==> config.mk <==
export PLATFORM = sky130hd
export DESIGN_NAME = ws2812_chain_driver
export DESIGN_NICKNAME = d
export VERILOG_FILES = /design/src/rtl/ws2812_chain_driver.sv
export SDC_FILE = /design/constraint.sdc
export NUM_CORES = 1
export LEC_CHECK = 0
export ABC_AREA = 1
export CAP_MARGIN = 20
export CORE_MARGIN = 2
export CORE_UTILIZATION = 30
export CTS_BUF_LIST = sky130_fd_sc_hd__clkbuf_2
export CTS_CLUSTER_DIAMETER = 200
export DETAILED_ROUTE_END_ITERATION = 10
export DONT_BUFFER_PORTS = 1
export GPL_ROUTABILITY_DRIVEN = 0
export PLACE_DENSITY = 0.47
export REMOVE_ABC_BUFFERS = 1
export SLEW_MARGIN = 10
export SYNTH_ARGS = -nofsm -noshare
export SYNTH_HDL_FRONTEND = slang
export SYNTH_SLANG_ARGS = --single-unit
==> constraint.sdc <==
create_clock -name clk -period 2.08 [get_ports clk]
set_input_delay 0.208 -clock clk [delete_from_list [all_inputs] [get_ports clk]]
set_output_delay 0.208 -clock clk [all_outputs]
set_load 0.01 [all_outputs]
==> src/rtl/ws2812_chain_driver.sv <==
// WS2812 serial LED chain driver: streams NUM_LEDS 24-bit GRB pixels with
// per-bit high/low timing, followed by a TRES-cycle latch interval.
module ws2812_chain_driver #(
  parameter int NUM_LEDS = 8,
  parameter int T0H      = 16,
  parameter int T1H      = 32,
  parameter int TBIT     = 50,
  parameter int TRES     = 2000,
  parameter bit INVERT   = 1'b0
) (
  input  logic        clk,
  input  logic        res,
  input  logic        start,
  input  logic [23:0] pix_data,
  input  logic        pix_valid,
  output logic        pix_ready,
  output logic        q,
  output logic        busy,
  output logic        done,
  output logic        underrun
);

  localparam int CMAX = (TBIT > TRES) ? TBIT : TRES;
  localparam int CW   = (CMAX > 1) ? $clog2(CMAX) : 1;
  localparam int PW   = $clog2(NUM_LEDS + 1);

  localparam logic [CW-1:0] TBIT_LAST = CW'(TBIT - 1);
  localparam logic [CW-1:0] TRES_LAST = CW'(TRES - 1);
  localparam logic [CW-1:0] T0H_C     = CW'(T0H);
  localparam logic [CW-1:0] T1H_C     = CW'(T1H);
  localparam logic [PW-1:0] NUM_C     = PW'(NUM_LEDS);

  typedef enum logic [2:0] {
    IDLE,
    WAIT_FIRST,
    BIT_HI,
    BIT_LO,
    LATCH
  } state_t;

  state_t      state_q, state_d;
  logic [CW-1:0] cnt_q, cnt_d;
  logic [4:0]  bit_idx_q, bit_idx_d;
  logic [PW-1:0] pix_cnt_q, pix_cnt_d;
  logic [23:0] shift_q, shift_d;
  logic [23:0] buf_q, buf_d;
  logic        buf_full_q, buf_full_d;
  logic        q_q, q_d;

  logic [CW-1:0] hi_len;
  logic [CW-1:0] cnt_inc;
  logic          in_bit;
  logic          bit_end;
  logic          pix_end;
  logic          more_pix;
  logic          accept;
  logic          load;

  assign hi_len   = shift_q[23] ? T1H_C : T0H_C;
  assign cnt_inc  = cnt_q + 1'b1;
  assign in_bit   = (state_q == BIT_HI) || (state_q == BIT_LO);
  assign bit_end  = in_bit && (cnt_q == TBIT_LAST);
  assign pix_end  = bit_end && (bit_idx_q == 5'd23);
  assign more_pix = pix_cnt_q < NUM_C;
  assign accept   = pix_valid && pix_ready;
  // A pixel is loaded either to begin the frame or seamlessly after bit 23.
  assign load     = ((state_q == WAIT_FIRST) && buf_full_q) ||
                    (pix_end && more_pix && buf_full_q);

  always_ff @(posedge clk or negedge res) begin
    if (!res) begin
      state_q <= IDLE;
    end else begin
      state_q <= state_d;
    end
  end

  always_comb begin
    state_d = state_q;
    case (state_q)
      IDLE:       if (start) state_d = WAIT_FIRST;
      WAIT_FIRST: if (buf_full_q) state_d = BIT_HI;
      BIT_HI, BIT_LO: begin
        if (bit_end) begin
          if (!pix_end || load) state_d = BIT_HI;
          else                  state_d = LATCH;
        end else if (cnt_inc >= hi_len) begin
          state_d = BIT_LO;
        end else begin
          state_d = BIT_HI;
        end
      end
      LATCH:      if (cnt_q == TRES_LAST) state_d = IDLE;
      default:    state_d = IDLE;
    endcase
  end

  always_comb begin
    cnt_d      = cnt_q;
    bit_idx_d  = bit_idx_q;
    pix_cnt_d  = pix_cnt_q;
    shift_d    = shift_q;
    buf_d      = buf_q;
    buf_full_d = buf_full_q;

    if (accept) begin
      buf_d      = pix_data;
      buf_full_d = 1'b1;
    end

    case (state_q)
      IDLE: begin
        cnt_d     = '0;
        bit_idx_d = '0;
        pix_cnt_d = '0;
      end
      BIT_HI, BIT_LO: begin
        if (bit_end) begin
          cnt_d = '0;
          if (!pix_end) begin
            shift_d   = shift_q << 1;
            bit_idx_d = bit_idx_q + 5'd1;
          end
        end else begin
          cnt_d = cnt_inc;
        end
      end
      LATCH: cnt_d = (cnt_q == TRES_LAST) ? '0 : cnt_inc;
      default: ;
    endcase

    if (load) begin
      shift_d    = buf_q;
      buf_full_d = 1'b0;
      cnt_d      = '0;
      bit_idx_d  = '0;
      pix_cnt_d  = pix_cnt_q + 1'b1;
    end

    // Anything that slipped into the buffer on the way into LATCH is dropped.
    if ((state_d == LATCH) && (state_q != LATCH)) begin
      buf_full_d = 1'b0;
      cnt_d      = '0;
    end

    q_d = (state_d == BIT_HI) ^ INVERT;
  end

  always_ff @(posedge clk or negedge res) begin
    if (!res) begin
      cnt_q      <= '0;
      bit_idx_q  <= '0;
      pix_cnt_q  <= '0;
      shift_q    <= '0;
      buf_q      <= '0;
      buf_full_q <= 1'b0;
      q_q        <= INVERT;
    end else begin
      cnt_q      <= cnt_d;
      bit_idx_q  <= bit_idx_d;
      pix_cnt_q  <= pix_cnt_d;
      shift_q    <= shift_d;
      buf_q      <= buf_d;
      buf_full_q <= buf_full_d;
      q_q        <= q_d;
    end
  end

  always_comb begin
    busy      = (state_q != IDLE);
    pix_ready = busy && !buf_full_q && (state_q != LATCH);
    done      = (state_q == LATCH) && (cnt_q == TRES_LAST);
    underrun  = pix_end && more_pix && !buf_full_q;
    q         = q_q;
  end

endmodule

[Word-level counts from Yosys, hierarchy flattened]
Cells that the tools add are included.
Word-level totals
  bits in registers: 73
  output and inout port bits: 5
  word-level logic and storage cells: 79
  bits of input ports: 28
Operators by class
  $lt $le $gt $ge: 2
  reductions and logical operators: 27
  $add $sub $neg: 3
  multiplexer cells: 26
  eq/ne operators: 13
Operator list (count)
  $mux 24: 4
  $mux 11: 4
  $pmux 11 s3: 1
  $mux 3: 5
  $mux 5: 3
  $pmux 3 s4: 1
  $add 11x1->11 const B: 1
  $eq 11x11->1 const B: 1
  $eq 11x6->1 const B: 1
  $ge 11x6->1: 1
  $logic_and 1x1->1: 11
  $pmux 5 s2: 1
  $eq 3x2->1 const B: 3
  $ne 3x3->1 const B: 3
  $reduce_bool 3->1: 3
  $mux 4: 2
  $eq 3x3->1 const B: 2
  $mux 6: 1
  $reduce_and 3->1: 2
  $reduce_bool 2->1: 3
  $add 5x1->5 const B: 1
  $eq 5x5->1 const B: 1
  $reduce_bool 5->1: 1
  $add 4x1->4 const B: 1
  8 further kinds: 14

[Longest topological paths before layout]
Gate-level depths: netlist of the first run.
  depth in word-level cells: 14
  mapped depth: 13
  gate-level depth less buffers: 13

[Worst setup path before layout of the first run]
No wires, ideal clock.
  path type: reg2reg
  from: reg cnt_q[1]
  to: reg cnt_q[0]
  stages on the path, launching flop included: 13
  setup slack: 0.298 ns
  data required time: 1.951 ns
  data arrival time: 1.652 ns
  setup time: 0.129 ns
  buffers on the path: 1
  clock period less this slack: 1.782 ns
  path through: dfrtp_1 -> inv_1 -> ha_1 -> inv_1 -> nor2_1 -> nand2_1 -> nor3_4 -> nand4_2 -> nand2_2 -> inv_2 -> nand3_1 -> buf_4 -> mux2i_1
Between the ends
  word-level cells in the longest chain between the ends: 13
  elaborated cells between the ends (all ways): 24
  those cells by class: 1 x add/sub; 1 x order compare; 3 x eq/ne; 10 x mux; 9 x reduce/logical
Ends and longest elaborated chain
  start: declaration: RTL line 42  | logic [CW-1:0] cnt_q, cnt_d;
  start signal: assignment: RTL line 159  | cnt_q <= cnt_d;
  branches (longest 13 deep; another with $add 11x1->11)
Parallel ways; which one is timed is not known.
A chain may end at the register's enable or synchronous reset.

[Final worst setup path of the first run]
  from: reg cnt_q[1]
  to: out done
Between the ends
  word-level cells in the longest chain between the ends: 2
Ends and longest elaborated chain
  $eq 11x11->1: RTL line 172  | done = (state_q == LATCH) && (cnt_q == TRES_LAST);
  $logic_and 1x1->1: RTL line 172
  end: declaration: RTL line 19  | output logic done,
Every way passes these cells.

==> metrics, run 1 <==
status complete, but fails checks; failing checks setup timing; crit path launch type register; Synth cell types 30; worst vdd rail ir drop 469 µV; Final setup viols 1; die area 0.0123 mm²; sequential cell area 0.00183 mm²; pre-CTS worst setup slack 0.163 ns; Cell Area, Synth 0.00342 mm²; Slew Limit Fails 0; fillers 1144; Die H 111 µm; largest family of logic cells by synthesized area simple AND/OR/NAND/NOR gates; DR vias 2625; Max Clock Skew 0.0270 ns; dpl hpwl 4700 µm; cell taking the most area after synthesis dfrtp_1; fin crit share 1.01; Pwr Total 2.89 mW; Finished Cell Area 0.00450 mm²; CTS Buf Count 9; Simple-Gate Fraction of Synth Area 0.149; port bufs 0; initial DRC count 131; final hold viol count 0; Syn. warnings 0; Clock Pin Slew Worst Setup and Hold Paths 0.22 ns; Mapped Cells 365; Fmax 0.477 GHz; Worst-Skew Late Latency 0.53 ns; post-synthesis adder-cell area fraction 0.0256; layout cells sized above 1 0.233; Root Buffer clkbuf_2; Area Overhead vs Synth 31.3%; Setup crit end kind primary output; worst path required time 1.87 ns; Tmin final 2.09 ns; # DRC 0; post-synthesis sequential area ratio 0.533; initial antenna violation count 0; GRT Util Overall 0.128; initial core utilization 0.304; final worst setup slack -0.0146 ns; Slew Limit Headroom 0.754; Main synth FF type dfrtp_1; post-synthesis mux area share 0.0786; vias in the first global route 2661; most numerous cell in the Yosys netlist dfrtp_1; Crit path arrival time 1.89 ns; RSZ-0062 raised after global routing yes; core box area 0.0113 mm²; HP Class in2reg; leakage power 2.05 nW; ANT cells 0; EDFF count, synth 0; final WL 7570 µm; DR vias/cell 4.58; Cell Count, Final, Fillers Out 573; CTS H-tree lvls 3; compound-cell area share of the yosys netlist 0.103; clock sink count 73; nets@finish 460; CTS tree yes; max-cap violation count 0; wire per inst 13.2 µm; first-pass GRT wire length 12700 µm; Post-synth top cells dfrtp_1, inv_1, nand2_1; I/O pins 33; CTS max path bufs 2; post-synthesis async set-or-reset flop share 1.00; GRT overflow 0; top area cells in the synthesized netlist dfrtp_1, mux2_2, inv_1; Worst Setup Path Type reg2out; Yosys top cell area share 0.533; xor-xnor portion of the synthesized cell area 0.0281; largest net degree at the start of global routing 74; FF+latch count, synth 73; FP Rows 39; Slew @ Worst Pin 0.369 ns; Multi-input gate area 0.00146 mm²; Max Fanout on Critical Path 3; placed cell areas 0.00366 mm²; Final ANT Viol Nets 0; Die W 111 µm; Power Density 642 mW/mm²; DRT Pass-1 Iters 4; syn avg cell area 9.38 µm²; dpl cells 510
## kinds of logic (layout without fill, tap and decap cells)
family	Yosys count	after routing
compound gates	66	66
mux	24	24
simple gates	116	116
xor+xnor	11	11
buf+inv	68	133
flops	73	73
fa+ha+maj	7	7
## sequential cells by signal, indices dropped and copies added, names as in the netlist
name        flops
bit_idx_q       5
shift_q        24
pix_cnt_q       4
state_q         3
cnt_q          11
buf_q          24
buf_full_q      1
q               1
## critical path, stage by stage (launching register included)
cell     delay [ns]
dfrtp_1        0.41
buf_6          0.11
ha_4           0.13
nand3_4        0.08
nor4_4         0.23
nand3_2        0.13
nor3_4         0.26
## cell usage in the layout, fill, tap and decap left out, types with 4 or more instances in the layout
master	n
a21oi_1	26
buf_12	4
buf_4	18
buf_6	5
clkbuf_2	10
dfrtp_1	71
dlygate4sd3_1	26
ha_1	5
inv_1	55
mux2_2	23
nand2_1	39
nand2_2	5
nand3_1	12
nor2_1	39
o21ai_0	6
o21ai_1	22
o22ai_1	9
xor2_1	10
## report_power, final
| part | leakage [nW] | internal (mW) | switching (mW) |
|---|---|---|---|
| Sequential | 0.927 | 1.59 | 0.0947 |
| Combinational | 1.04 | 0.169 | 0.0903 |
| Clock | 0.0865 | 0.410 | 0.533 |
| Total | 2.05 | 2.17 | 0.718 |
## timing repair
item | in CTS | in global routing
setup buffers | 7 | 8
setup endpoints to repair | 2 | 45
gates resized for setup | 12 | 31
cloned | 0 | 5
pin swaps | 4 | 11
endpoints found under the hold margin | 99 | 0
hold buffers | 27 | 0
## layout make-up
| type | instances | share of cell area |
|---|---|---|
| Multi-Input combinational cell | 224 | 0.325 |
| Tap cell | 143 | 0.0398 |
| Timing Repair Buffer | 58 | 0.147 |
| Clock buffer | 10 | 0.0111 |
| Inverter | 59 | 0.0498 |
| Sequential cell | 73 | 0.407 |
| Clock inverter | 6 | 0.0203 |
## metal layers
layer | GRT usage | routed length (µm) | up-vias
met5 | 0 | 0 | -
met4 | 0.0425 | 94 | 0
met3 | 0.0410 | 281 | 9
met2 | 0.200 | 3630 | 37
met1 | 0.170 | 3570 | 1270
li1 | - | - | 1309
## through the flow
stage	hold WS [ns]	setup TNS [ns]	utilization
2_1_floorplan	-0.0876	0	-
5_1_grt	0.00496	-2.42	0.399
6_report	0.0654	-0.0146	0.399
4_1_cts	0.0190	-0.242	0.373
3_5_place_dp	-0.0847	0	0.325
3_3_place_gp	-0.0848	0	0.325
## path summary, 6_finish.rpt
check,startpoint,endpoint,slack [ns],depth (start not counted)
min reg2reg,buf_q[22]$_DFFE_PN0P_,shift_q[22]$_DFFE_PN0P_,0.51,2
min,pix_valid,buf_full_q$_DFFE_PN0P_,0.07,3
max reg2reg,cnt_q[1]$_DFFE_PN0P_,pix_cnt_q[1]$_DFFE_PN0P_,0.05,13
min in group asynchronous,res,state_q[1]$_DFF_PN0_,0.21,2
max in group asynchronous,res,shift_q[2]$_DFFE_PN0P_,1.55,2
max,cnt_q[1]$_DFFE_PN0P_,done,-0.01,6
(Power assumes the default switching activity.)
==> run 2: changes to the inputs <==
- CORE_ASPECT_RATIO: default -> 1.75
- CORE_UTILIZATION: 30 -> 45
- PLACE_DENSITY: 0.47 -> 0.63
==> run 2 against run 1 <==
The flow still finishes with violations (setup timing); maximum frequency shrank 2.1%; utilization grew 16 points; non-clock buffer count shrank 10; flip-flop and latch count is the same; highest routed layer unchanged; critical path type unchanged; critical endpoint is now underrun; clock-buffer cell count grew 2; register-to-register slack gained 0.04 ns; cell area shrank 7.3%; die area shrank 32%.
==> metrics, run 2 (synthesis gave the netlist of run 1 again) <==
Slew @ Worst Pin 0.370 ns (+0.000967 ns); most frequent cells in the layout dfrtp_1, inv_1, nor2_1, nand2_1; Pwr Total 2.60 mW (-10%); Die H 119 µm (+7.7%); DRT Pass-1 Iters 4 (unchanged); Clock Pin Slew Worst Setup and Hold Paths 0.21 ns (about the same); Worst-Skew Late Latency 0.53 ns (about the same); initial antenna violation count 1 (+1); largest net degree at the start of global routing 74 (unchanged); nets@finish 450 (-2.2%); DR vias/cell 5.11 (+12%); CTS max path bufs 2 (unchanged); Tmin final 2.14 ns (+0.0459 ns); leakage power 1.94 nW (-5.7%); Slew Limit Fails 0 (unchanged); final worst setup slack -0.0604 ns (-0.0459 ns); largest registers buf_q x24, shift_q x24, cnt_q x11; max incr delay on CP 0.42 ns (about the same); worst vdd rail ir drop 560 µV (+20%); initial DRC count 139 (+6.1%); fin util 0.559 (+0.159); Fmax 0.467 GHz (-2.1%); DR vias 2601 (-0.91%); Max Clock Skew 0.0259 ns (-0.00105 ns); M1 wire length 3170 µm (-11%); port bufs 0 (unchanged); Crit path arrival time 1.93 ns (+0.04 ns); wire length on met2 3960 µm (+9.3%); crit path launch type register; FP Rows 42 (+7.7%); final WL 7510 µm (-0.85%); initial core utilization 0.459 (+0.155); CTS H-tree lvls 3 (unchanged); Crit-path slowest cell dfrtp_1; Flop pwr share 0.648 (+0.064); status complete, but fails checks; worst path required time 1.87 ns (about the same); CTS Buf Count 9 (unchanged); Logic pwr share 0.100 (+0.010); Final setup viols 2 (+1); layout cells sized above 1 0.205 (-0.0278); Cell Int Power 1.92 mW (-12%); Power Density 623 mW/mm² (-2.9%); GRT Util Overall 0.187 (+0.0588); core box area 0.00746 mm² (-34%); Setup crit end kind primary output; Top Layer Used met4; Area Overhead vs Synth 21.7%; clock sink count 73 (unchanged); Worst Setup Path Type reg2out; wire per inst 14.7 µm (+12%); final hold viol count 0 (unchanged); CTS tree yes; Sw Ratio 0.261 (+0.0124); fin crit share 1.03 (+0.0220); Max Fanout on Critical Path 5 (+2); # DRC 0 (unchanged); Slew Limit Headroom 0.753 (about the same); die area 0.00835 mm² (-32%); I/O pins 33 (unchanged); met3 routed WL 178 µm (-37%); max-cap violation count 0 (unchanged); Root Buffer clkbuf_2; vias in the first global route 2706 (+1.7%); Die W 69.9 µm (-37%); CP Cell Sequence ha_1, nand2_2, nor3_4, inv_2, nor4_4, buf_4; dpl hpwl 4580 µm (-2.6%); GRT overflow 0 (unchanged); RSZ-0062 raised after global routing yes; HP Class in2reg; failing checks setup timing; first-pass GRT wire length 12200 µm (-4.1%); commonest non-fill, non-tap cell in the layout dfrtp_1; NetSw 0.678 mW (-5.5%); Final ANT Viol Nets 0 (unchanged); clock power share 0.252 (-0.075)
==> run 2: changes by cell type in the layout (fill, tap and decap cells not counted), sizes merged <==
| cell | delta |
|---|---|
| diode | +1 |
| clkinvlp | +1 |
| buf | -8 |
| bufinv | -2 |
| inv | -1 |
==> run 2: power by group through the flow <==
stage | Sequential [mW] | Clock, mW | Combinational, mW
detailed placement | 1.71 | 0 | 0.187
finish | 1.68 | 0.654 | 0.259
global route | 1.71 | 0.728 | 0.281
floorplan | 1.68 | 0 | 0.164
global placement | 1.71 | 0 | 0.178
CTS | 1.69 | 0.682 | 0.261
==> run 2: per-layer routing <==
| layer | track usage | vias to the layer above |
|---|---|---|
| li1 | - | 1279 |
| met1 | 0.222 | 1265 |
| met2 | 0.316 | 43 |
| met3 | 0.0415 | 14 |
| met4 | 0.0925 | 0 |
| met5 | 0 | - |
==> run 2: final timing paths <==
check	from	end	slack (ns)	cells after the start
setup / recovery	bit_idx_q[1]$_DFFE_PN0P_	underrun	-0.06	6
hold / removal	pix_valid	buf_q[0]$_DFFE_PN0P_	0.09	3
setup reg to reg	cnt_q[1]$_DFFE_PN0P_	q$_DFF_PN0_	0.09	12
hold reg to reg	buf_q[13]$_DFFE_PN0P_	shift_q[13]$_DFFE_PN0P_	0.53	2
max in group asynchronous	res	shift_q[8]$_DFFE_PN0P_	1.57	2
min in group asynchronous	res	cnt_q[6]$_DFFE_PN0P_	0.19	2
==> run 2: layout make-up <==
cell class / count / area [µm²]
diodes: 1 / 2.50
clock buffers: 12 / 60.1
clock inverters: 4 / 20.0
fillers: 648 / 3290
inverters: 59 / 221
multi-input cells: 224 / 1420
flip-flops and latches: 73 / 1830
well taps: 88 / 110
repair buffers: 48 / 508
==> run 2: critical path, delay by kind of cell, from the launching register on <==
kind	cells	cell delay, ns
fa+ha+maj	1	0.19
buf+inv	2	0.26
simple gates	3	0.52
flops	1	0.42
==> run 2: per-stage QoR <==
stage / hold slack, ns / worst slack (ns) / setup TNS [ns] / cell area, µm² / cells
after floorplan: -0.0876 / 0.0180 / 0 / 3360 / 356
after global placement: -0.0857 / 0.123 / 0 / 3570 / 452
after detailed placement: -0.0857 / 0.0871 / 0 / 3570 / 452
after CTS: 0.0614 / -0.0914 / -0.145 / 4040 / 500
after global routing: 0.0826 / -0.209 / -0.659 / 4170 / 509
final: 0.0894 / -0.0604 / -0.0775 / 4170 / 509
==> run 2: timing repair <==
item,in CTS,in global routing
setup endpoints to repair,2,36
hold buffers,27,0
pin swaps,3,4
setup buffers,5,7
cloned,0,1
gates resized for setup,13,13
endpoints found under the hold margin,99,0
==> run 3: changes to the inputs <==
==> constraint.sdc (replaced) <==
create_clock -name clk -period 2.08 [get_ports clk]
set_input_delay 0.208 -clock clk [delete_from_list [all_inputs] [get_ports clk]]
set_output_delay 0.208 -clock clk [all_outputs]
set_load 0.005 [all_outputs]
==> run 3 against run 2 <==
The run still ends with setup timing left; sequential power about the same; utilization down 0.18 points; routed wire length fell by 4.8%; critical path type unchanged; highest routed layer unchanged.
==> metrics, run 3 (synthesis gave the netlist of run 1 again) <==
status complete, but fails checks; failing checks setup timing; max-cap violation count 0 (unchanged); fin crit share 1.02 (-0.00461); dpl cells 451 (-0.22%); RSZ-0062 raised after global routing yes; GRT Util Overall 0.187 (about the same); Crit path arrival time 1.92 ns (about the same); final hold viol count 0 (unchanged); Cell Int Power 2.15 mW (+12%); DR vias 2617 (+0.62%); worst path required time 1.87 ns (about the same); hold depth 3 (unchanged); layout cells sized above 1 0.184 (-0.0212); Clock Pin Slew Worst Setup and Hold Paths 0.20 ns (about the same); worst vdd rail ir drop 518 µV (-7.5%); first-pass GRT wire length 12200 µm (about the same); Area Overhead vs Synth 21.3%; Finished Cell Area 0.00415 mm² (-0.33%); Max Clock Skew 0.0237 ns (-0.00221 ns); clock power share 0.313 (+0.061); Slew @ Worst Pin 0.370 ns (-0.000419 ns); CTS max path bufs 2 (unchanged); dpl hpwl 4570 µm (-0.19%); core box area 0.00746 mm² (unchanged); CTS H-tree lvls 3 (unchanged); Sum Neg Setup Slack -0.0508 ns (+0.0267 ns); DR vias/cell 5.20 (+1.8%); Multi-input gate area 0.00142 mm² (+0.35%); initial DRC count 183 (+32%); commonest non-fill, non-tap cell in the layout dfrtp_1; GRT overflow 0 (unchanged); # DRC 0 (unchanged); NetSw 0.685 mW (+0.98%); Root Buffer clkbuf_2; Setup crit end kind primary output; crit path launch type register; Power Density 683 mW/mm² (+9.5%); port bufs 0 (unchanged); clock sink count 73 (unchanged); Pwr Total 2.84 mW (+9.1%); sequential cell area 0.00183 mm² (about the same); leakage power 1.92 nW (-0.65%); Max Fanout on Critical Path 3 (-2); Worst Setup Path Type reg2out; final WL 7150 µm (-4.8%); FP Rows 42 (unchanged); fin util 0.557 (-0.00184); die area 0.00835 mm² (unchanged); HP Class in2reg; Flop pwr share 0.593 (-0.055); Fmax 0.469 GHz (+0.45%); Cell Count, Final, Fillers Out 503 (-1.2%); Logic pwr share 0.093 (-0.007); vias in the first global route 2671 (-1.3%); Final setup viols 1 (-1); Hold Slack 0.100 ns (+0.0108 ns); pre-CTS worst setup slack 0.0674 ns (-0.0197 ns); Slew Limit Headroom 0.753 (about the same); placed cell areas 0.00356 mm² (-0.21%); initial core utilization 0.459 (unchanged); Slew Limit Fails 0 (unchanged); worst r2r path cells 12 (unchanged); Worst-Skew Late Latency 0.53 ns (about the same); CTS tree yes; initial antenna violation count 1 (unchanged); DRT Pass-1 Iters 4 (unchanged); final worst setup slack -0.0508 ns (+0.00959 ns); largest net degree at the start of global routing 74 (unchanged); fillers 661 (+2.0%); I/O pins 33 (unchanged); wire per inst 14.2 µm (-3.7%); CTS Buf Count 9 (unchanged); Die W 69.9 µm (unchanged); Tmin final 2.13 ns (-0.00959 ns); largest registers buf_q x24, shift_q x24, cnt_q x11; nets@finish 444 (-1.3%); Sw Ratio 0.242 (-0.0195); most frequent cells in the layout dfrtp_1, inv_1, nand2_1, nor2_1, dlygate4sd3_1; Final ANT Viol Nets 0 (unchanged); Die H 119 µm (unchanged)
[run 3: critical path: stages (launching register included)]
cell and delay, ns:
dfrtp_1 0.41, buf_4 0.14, ha_4 0.15, nand3_4 0.10
nor4_4 0.24, nand3_2 0.15, nor3_4 0.21
[run 3: final cells by class]
class,count,share of cell area
Sequential cell,73,0.440
Multi-Input combinational cell,224,0.342
Timing Repair Buffer,42,0.106
Inverter,59,0.0533
Tap cell,88,0.0265
Clock inverter,7,0.0205
Clock buffer,9,0.0108
Antenna cell,1,0.000602
[run 3: power groups by stage]
stage	clock (mW)	sequential, mW	combinational (mW)
floorplan	0	1.68	0.164
global placement	0	1.71	0.178
detailed placement	0	1.71	0.185
CTS	0.911	1.69	0.269
global route	0.965	1.71	0.292
finish	0.889	1.68	0.265
[run 3: layer usage]
| layer | vias up | track usage | wire [µm] |
|---|---|---|---|
| met5 | - | 0 | 0 |
| met4 | 0 | 0.135 | 274 |
| met3 | 21 | 0.0262 | 216 |
| met2 | 68 | 0.310 | 3710 |
| met1 | 1248 | 0.218 | 2950 |
| li1 | 1280 | - | - |
[run 3: worst paths after layout]
kind                                      startpoint                     end  slack (ns)
worst max-delay path            cnt_q[1]$_DFFE_PN0P_                    done       -0.05
worst min-delay path                       pix_valid    buf_q[0]$_DFFE_PN0P_        0.10
worst max register to register  cnt_q[1]$_DFFE_PN0P_             q$_DFF_PN0_        0.07
worst min register to register  buf_q[1]$_DFFE_PN0P_  shift_q[1]$_DFFE_PN0P_        0.52
max in group asynchronous                        res    cnt_q[7]$_DFFE_PN0P_        1.57
min in group asynchronous                        res    cnt_q[6]$_DFFE_PN0P_        0.18
[run 3: timing repair]
item	CTS	global route
pin swaps	0	6
hold endpoints to repair	99	0
setup endpoints to repair	2	33
buffers inserted	2	5
gates resized for setup	6	16
hold buffers	28	0
